===== config.mk =====
export PLATFORM = sky130hd
export DESIGN_NAME = pixie_dma_scheduler
export DESIGN_NICKNAME = d
export VERILOG_FILES = /design/src/rtl/pixie_dma_scheduler.sv
export SDC_FILE = /design/constraint.sdc
export NUM_CORES = 1
export LEC_CHECK = 0
export ABC_CLOCK_PERIOD_IN_PS = 1700
export CORE_ASPECT_RATIO = 0.75
export CORE_UTILIZATION = 45
export CTS_CLUSTER_DIAMETER = 30
export DETAILED_ROUTE_END_ITERATION = 16
export PLACE_DENSITY_LB_ADDON = 0.1
export SLEW_MARGIN = 10
export SYNTH_ARGS = -nofsm -noshare
export SYNTH_HDL_FRONTEND = slang
export SYNTH_SLANG_ARGS = --single-unit

===== constraint.sdc =====
create_clock -name clk -period 1.7 [get_ports clk]
set_input_delay 0.17 -clock clk [delete_from_list [all_inputs] [get_ports clk]]
set_output_delay 0.17 -clock clk [all_outputs]
set_load 0.05 [all_outputs]

===== src/rtl/pixie_dma_scheduler.sv =====
// pixie_dma_scheduler: CDP1861-style scanline/frame sequencer for the Pixie
// display path. Counts 1802 machine cycles into lines and frames, drives the
// DMAO/INT/EF handshakes and turns DMA-out bytes into frame-buffer writes.
// The interrupt output is named intr because int is a reserved word.
module pixie_dma_scheduler #(
  parameter int LINE_CYCLES    = 14,
  parameter int FRAME_LINES    = 262,
  parameter int DISP_START     = 64,
  parameter int DISP_LINES     = 128,
  parameter int BYTES_PER_LINE = 8,
  parameter int DMA_START      = 2,
  parameter int INT_LEAD       = 2,
  parameter int EFX_LEAD       = 4
) (
  input  logic       clk,
  input  logic       reset,
  input  logic       clk_enable,
  input  logic [1:0] sc,
  input  logic       disp_on,
  input  logic       disp_off,
  input  logic [7:0] data,
  output logic       dmao,
  output logic       intr,
  output logic       efx,
  output logic [9:0] mem_addr,
  output logic [7:0] mem_data,
  output logic       mem_wr_en,
  output logic [8:0] line,
  output logic       frame_start
);

  // state | meaning
  // IDLE  | no DMA in progress on this line
  // REQ   | dmao asserted, each DMA tick captures one byte
  // DONE  | all bytes of the line captured, waiting for end of line
  typedef enum logic [1:0] {
    IDLE = 2'd0,
    REQ  = 2'd1,
    DONE = 2'd2
  } dma_state_t;

  localparam int            CW        = (LINE_CYCLES > 1) ? $clog2(LINE_CYCLES) : 1;
  localparam logic [CW-1:0] CYC_LAST  = CW'(LINE_CYCLES - 1);
  localparam logic [CW-1:0] CYC_DMA   = CW'(DMA_START);
  localparam logic [CW-1:0] CYC_ONE   = CW'(1);
  localparam logic [8:0]    LINE_LAST = 9'(FRAME_LINES - 1);
  localparam logic [8:0]    ACT_LO    = 9'(DISP_START);
  localparam logic [8:0]    ACT_HI    = 9'(DISP_START + DISP_LINES - 1);
  localparam logic [8:0]    INT_LO    = 9'(DISP_START - INT_LEAD);
  localparam logic [8:0]    PRE_HI    = 9'(DISP_START - 1);
  localparam logic [8:0]    EFA_LO    = 9'(DISP_START - EFX_LEAD);
  localparam logic [8:0]    EFB_LO    = 9'(DISP_START + DISP_LINES - EFX_LEAD);
  localparam logic [6:0]    ACT_OFS   = 7'(DISP_START);
  localparam logic [3:0]    BC_LAST   = 4'(BYTES_PER_LINE - 1);

  logic [CW-1:0] cyc;
  logic [CW-1:0] cyc_nxt;
  logic          cyc_wrap;
  logic [8:0]    line_nxt;
  logic          disp_en;
  logic          disp_en_nxt;
  logic          line_active;
  logic          act_nxt;
  logic          int_nxt;
  logic          efx_nxt;
  logic [6:0]    active_line;
  logic          capture;
  logic [3:0]    bc;
  dma_state_t    state;

  assign cyc_wrap    = (cyc == CYC_LAST);
  assign cyc_nxt     = cyc_wrap ? '0 : cyc + CYC_ONE;
  assign line_nxt    = cyc_wrap ? ((line == LINE_LAST) ? 9'd0 : line + 9'd1) : line;
  // disp_off has priority when both strobes land on the same tick
  assign disp_en_nxt = disp_off ? 1'b0 : (disp_on | disp_en);
  // flags are computed from the post-tick line so they move together with line
  assign act_nxt     = disp_en_nxt && (line_nxt >= ACT_LO) && (line_nxt <= ACT_HI);
  assign int_nxt     = disp_en_nxt && (line_nxt >= INT_LO) && (line_nxt <= PRE_HI);
  assign efx_nxt     = ((line_nxt >= EFA_LO) && (line_nxt <= PRE_HI)) ||
                       ((line_nxt >= EFB_LO) && (line_nxt <= ACT_HI));
  assign active_line = line[6:0] - ACT_OFS;
  assign capture     = (sc == 2'b10);

  // Cycle/line counters, display enable and the line-derived handshake flags
  always_ff @(posedge clk or posedge reset) begin
    if (reset) begin
      cyc         <= '0;
      line        <= 9'd0;
      disp_en     <= 1'b0;
      line_active <= 1'b0;
      intr        <= 1'b0;
      efx         <= 1'b0;
      frame_start <= 1'b0;
    end else if (clk_enable) begin
      cyc         <= cyc_nxt;
      line        <= line_nxt;
      disp_en     <= disp_en_nxt;
      intr        <= int_nxt;
      efx         <= efx_nxt;
      frame_start <= cyc_wrap && (line == LINE_LAST);
      if (cyc_wrap) begin
        line_active <= act_nxt;
      end
    end
  end

  // DMA-out sequencer: request window, byte capture and write command
  always_ff @(posedge clk or posedge reset) begin
    if (reset) begin
      state     <= IDLE;
      bc        <= 4'd0;
      dmao      <= 1'b0;
      mem_wr_en <= 1'b0;
      mem_addr  <= 10'd0;
      mem_data  <= 8'd0;
    end else if (clk_enable) begin
      mem_wr_en <= 1'b0;
      case (state)
        IDLE: begin
          // disp_en is also required so a disable just before DMA_START
          // does not produce a one-tick dmao glitch
          if (line_active && disp_en && (cyc == CYC_DMA)) begin
            state <= REQ;
            dmao  <= 1'b1;
            bc    <= 4'd0;
          end
        end
        REQ: begin
          if (!disp_en) begin
            state <= IDLE;
            dmao  <= 1'b0;
          end else begin
            if (capture) begin
              mem_wr_en <= 1'b1;
              mem_addr  <= {active_line, bc[2:0]};
              mem_data  <= data;
              bc        <= bc + 4'd1;
            end
            if (cyc_wrap) begin
              state <= IDLE;
              dmao  <= 1'b0;
            end else if (capture && (bc == BC_LAST)) begin
              state <= DONE;
              dmao  <= 1'b0;
            end
          end
        end
        DONE: begin
          if (cyc_wrap) begin
            state <= IDLE;
          end
        end
        default: begin
          state <= IDLE;
          dmao  <= 1'b0;
        end
      endcase
    end
  end

endmodule


* After elaboration in Yosys (flattened, before gate mapping)
Cells that the tools add are included.
** Storage, ports and cells
- Register bits after elaboration :: 44
- Latch bits :: 0
- Bits in writable memories :: 0
- Memory bits (read-only) :: 0
- Input bits :: 15
- Output and inout port bits :: 32
- Word-level logic and storage cells :: 77
- Memories kept :: 0
** Operators by class
- Add/subtract/negate cells :: 4
- Multipliers :: 0
- Divide/modulo/power cells :: 0
- $lt $le $gt $ge :: 6
- Equal/unequal tests :: 12
- Shifts and indexed selects :: 0
- Muxes and demuxes :: 22
- Bitwise logic cells :: 2
- Reduce and logical (&&, ||, !) cells :: 18
** Operators by type and width (number)
- 9-bit by 6-bit >= comparator with 1-bit output (second input constant) :: 2
- 9-bit two-way mux :: 2
- 4-bit two-way mux :: 4
- 4-bit AND reduction :: 3
- 1-bit logical AND :: 10
- 2-bit two-way mux :: 5
- 9-bit by 1-bit adder with 9-bit output (second input constant) :: 1
- 9-bit equality test (second input constant) :: 1
- 9-bit by 7-bit >= comparator with 1-bit output (second input constant) :: 1
- 9-bit by 8-bit >= comparator with 1-bit output (second input constant) :: 1
- 9-bit by 6-bit <= comparator with 1-bit output (second input constant) :: 1
- 9-bit by 8-bit <= comparator with 1-bit output (second input constant) :: 1
- 4-bit by 1-bit adder with 4-bit output (second input constant) :: 2
- 1-bit two-way mux :: 8
- 2-bit != test (second input constant) :: 4
- 4-bit case mux with 2 select lines :: 1
- 7-bit subtractor (second input constant) :: 1
- 2-bit case mux with 3 select lines :: 1
- 5-bit AND reduction :: 1
- 2-bit equality test (second input constant) :: 2
- 4-bit by 2-bit equality test with 1-bit output (second input constant) :: 1
- 4-bit by 3-bit equality test with 1-bit output (second input constant) :: 1
- 4-bit equality test (second input constant) :: 1
- 4-bit != test (second input constant) :: 1
- 8 further kinds :: 8

* Depth between registers and ports, before layout
- Word-level depth :: 6
- Depth in mapped cells :: 7
- Gate-level depth less buffers :: 6

* Least setup slack after synthesis
No wires, ideal clock.
- Path kind :: register to register
- Start point :: register line[6]
- End point :: register intr
- Arrival time :: 1974 ps
- Setup slack :: -370 ps
- Cell stages (with the launch flop) :: 7
- Path buffers :: 1
- Clock period less this slack :: 2070 ps
- Path through :: dfrtp_1 > clkbuf_2 > and3_1 > and4_4 > xnor2_2 > or3b_1 > o32ai_2
** On the way
- Cells in the longest elaborated chain, start to end :: 6
- Elaborated cells between the ends (all ways) :: 8
- Classes of those cells :: add/sub: 1; order compare: 2; eq/ne: 1; mux: 2; reduce/logical: 2
** Ends and longest elaborated chain
- from (decl) :: RTL line 28 : output logic [8:0] line,
- from (signal assigned) :: RTL line 96 : line <= line_nxt;
- 9-bit by 1-bit adder with 9-bit output or 9-bit equality test (tied branches) :: RTL line 73 : assign line_nxt = cyc_wrap ? ((line == LINE_LAST) ? 9'd0 : line + 9'd1) : line;
- 9-bit two-way mux :: RTL line 73
- 9-bit two-way mux * :: RTL line 73
- 9-bit by 6-bit >= comparator with 1-bit output :: RTL line 78 : assign int_nxt = disp_en_nxt && (line_nxt >= INT_LO) && (line_nxt <= PRE_HI);
- 1-bit logical AND :: RTL line 78
- 1-bit logical AND * :: RTL line 78
- to (signal assigned) :: RTL line 98 : intr <= int_nxt;
- to (decl) :: RTL line 23 : output logic intr,
Every way passes the cells marked *; elsewhere a longest branch is shown, timed or not.
A chain may end at the register's enable or synchronous reset.

* Worst setup path after layout
- Start point :: register line[0]
- End point :: register intr
The elaborated chain is that of the path after synthesis.

==> summary.md <==
| Metric | Value |
|---|---|
| Status | finished with violations |
| Failing checks | setup timing |
| Most numerous cell in the Yosys netlist | dfrtp_1 |
| # IOs | between 40 and 50 |
| Critical Path, Cell by Cell | ha_2 > and3_4 > o211a_1 > o31ai_2 > o211ai_1 > o32ai_2 |
| Area leader, netlist | dfrtp_1 |
| Top layer in use | met4 |
| Iteration-0 DRC Markers | 120 |
| Vias per inst | approximately 5.3 |
| Slew Limit Fails | 0 |
| Cts hold-fix bufs | 0 |
| Nets | roughly 290 |
| Cells after synthesis | about 200 |
| Setup Crit Path Kind | register to register |
| Post-synth EDFFs | 0 |
| Register area share after synthesis | roughly 50% |
| Routed length on met1 | ~2500 um |
| Mean Syn Cell Area | 10.9 um^2 |
| CP Launch Type | register |
| Finished Cell Area | around 3100 um^2 |
| Synth warn | 0 |
| Min Clock Period, post-route | about 1800 ps |
| Count of non-filler cells in the finished layout | 334 |
| TritonCTS Buffers | 5 |
| Ant diodes | 0 |
| Post-Route WL | slightly below 5000 um |
| Clock root cell | clkbuf_8 |
| Placed cell area | about 2900 um^2 |
| Metal3 WL | around 290 um |
| Worst-path clk slew | roughly 80 ps |
| Setup Skew | about 3.4 ps |
| Setup_tns | -233 ps |
| Fin crit share | 107% |
| Gr ovfl total | 0 |
| Largest net degree at the start of global routing | 45 |
| Power consumption | ~2800 uW |
| Antenna Violating Nets Remaining | 0 |
| Crit path max-delay family | compound AO/OA/AOI/OAI gates |
| Worst r2r dst | intr |
| Reg2Reg Depth | 6 |
| CP Max Fanout | 4 |
| First-pass GRT wire length | about 8000 um |
| Ranking of synthesized cells by area | dfrtp_1 50%, mux2_1 7.7%, nand2_1 2.9% |
| Crit path from | line[0] |
| Top cell type's share of synthesized area | roughly 50% |
| Unrepaired setup endpoints after global routing | yes |
| Seq cells post-synth | 44 |
| Number of remaining DRC errors | 0 |
| Worst skew pair latency | 290 ps |
| HP Class | input port to async pin |
| Syn nets | 220 |
| Vias in the first global route | roughly 1.7k |
| Fin worst setup slack | -118 ps |
| Max frequency | ~550 MHz |
| Synthesized area | about 2200 um^2 |
| CTS tree | done |
| # H-tree levels | 2 |
| R2r setup slk | -120 ps |
| Initial antenna violation count | 0 |
| Worst R2R Start | line[0] |
| Crit. End Element | register |
| Post-DP HPWL | between 3000 and 4000 um |
| Die width | about 83 um |
| CTS max path bufs | 2 |
| Via Count | approximately 1.8k |
| Arrival time worst endpoint | ~2000 ps |
| Async SR Flop Fraction | 100% |
| CP max stage cell | dfrtp_1 |
| Required time of the critical path | 1900 ps |
| Worst vdd ir | 0.853 mV |
| Die height | between 60 and 70 um |
| Post-synth top cells | 44 x dfrtp_1, 17 x nand2_1, 15 x mux2_1 |
| Netlist cell types | 50 |
| FP Rows | 21 |
| DR WL met2 | 2090 um |
| Core area | ~4600 um^2 |
| Most common flop cell mapped by yosys | dfrtp_1 |
| Pleak | between 0.001 and 0.0015 uW |
| Max-cap violations | 0 |
| Worst slew pin tran | 517 ps |
| Die area | roughly 5200 um^2 |
| Endpoints failing hold | 0 |
| WL/cell | ~15 um |
| Max stage delay on crit path | around 430 ps |
| Placed cell count | around 320 |
| GRT Util Overall | 20.4% |
| Slew headroom | 65.5% |
| 1st-pass router iterations | 4 |
| Port Buffer Count | 46 |
| Area Overhead vs Synth | 40.8% |
| Buf/Inv on CP | 0 |
| Starting density of the core | about half |
| Final Wtd Congestion | a little under 0.8 |
| Final setup vio count | 3 |
| Fraction of layout cells with a size suffix above 1 | just under 30% |
| Sink Count | 44 |
| Pwr Density | 888 nW/um^2 |
==> cell type report <==
class                           instances  area [um^2]
Clock buffer                            5         68.8
Clock inverter                          3         42.5
Fill cell                             358         1470
Inverter                                6         22.5
Multi-Input combinational cell        136         1050
Sequential cell                        44         1100
Tap cell                               57         71.3
Timing Repair Buffer                   83          737
==> cells by family (layout without fill, tap and decap cells) <==
kind of cell / after synthesis / count (layout) / share of synthesized area [%]
muxes: 20 / 20 / 10.2
xor gates and xnor gates: 7 / 7 / 3.13
buffers and inverters: 22 / 97 / 6.14
AOI/OAI and AO/OA: 41 / 41 / 12.7
DFF: 44 / 44 / 50.0
and+or+nand+nor: 65 / 65 / 16.1
adders and majority gates: 3 / 3 / 1.70
==> worst max path at each step <==
stage	cells past startpoint	slack, ps	end
6_report	6	-120	intr
5_1_grt	6	-230	efx
4_1_cts	6	-90	efx
3_5_place_dp	5	-130	intr
3_3_place_gp	5	-100	intr
2_1_floorplan	6	-170	intr
==> layout by cell type (no fill, tap or decap), types with 4 or more instances in the layout <==
| cell type | Yosys | routed |
|---|---|---|
| nand2_1 | 17 | 17 |
| o21ai_1 | 5 | 6 |
| nor2_1 | 11 | 11 |
| mux2_2 | 5 | 5 |
| clkbuf_8 | 0 | 5 |
| o31ai_1 | 6 | 4 |
| mux2_1 | 15 | 15 |
| buf_4 | 6 | 47 |
| inv_1 | 6 | 5 |
| o21ai_0 | 9 | 7 |
| dfrtp_1 | 44 | 41 |
| nand3_1 | 9 | 9 |
| clkdlybuf4s50_1 | 0 | 32 |
| a21oi_1 | 5 | 5 |
==> layer usage <==
layer | up-vias | GRT usage (%)
met4 | 0 | 4.96
met3 | 4 | 5.11
li1 | 867 | -
met1 | 856 | 29.4
met5 | - | 0
met2 | 50 | 30.5
==> power breakdown <==
| group | switching [uW] | internal (uW) | total (uW) |
|---|---|---|---|
| combinational | 402 | 339 | 741 |
| sequential | 82.4 | 1140 | 1230 |
| clock | 352 | 435 | 787 |
| total | 837 | 1920 | 2750 |
==> registers in the layout, indices dropped and copies added, names as in the netlist, 2 cells and up <==
| signal | cells |
|---|---|
| mem_addr | 10 |
| line | 9 |
| mem_data | 8 |
| bc | 4 |
| cyc | 4 |
| state | 2 |
==> metrics by stage <==
step / utilization, % / setup slack, ps / hold WS (ps)
5_1_grt: 67.8 / -229 / 228
6_report: 67.8 / -118 / 217
2_1_floorplan: - / -172 / 260
3_5_place_dp: 63.3 / -127 / 473
3_3_place_gp: 63.3 / -103 / 462
4_1_cts: 66.8 / -94.9 / 221
==> worst min-delay path, cell delays in order <==
cell and delay [ps]:
clkdlybuf4s50_1 400, clkinv_1 70, buf_12 240
==> timing repair <==
| action | in CTS | in global routing |
|---|---|---|
| setup buffers | 2 | 0 |
| gates resized for setup | 6 | 10 |
| pin swaps | 3 | 3 |
| endpoints found under the setup margin | 5 | 10 |
No activity file was read; power rests on OpenSTA's default activity.
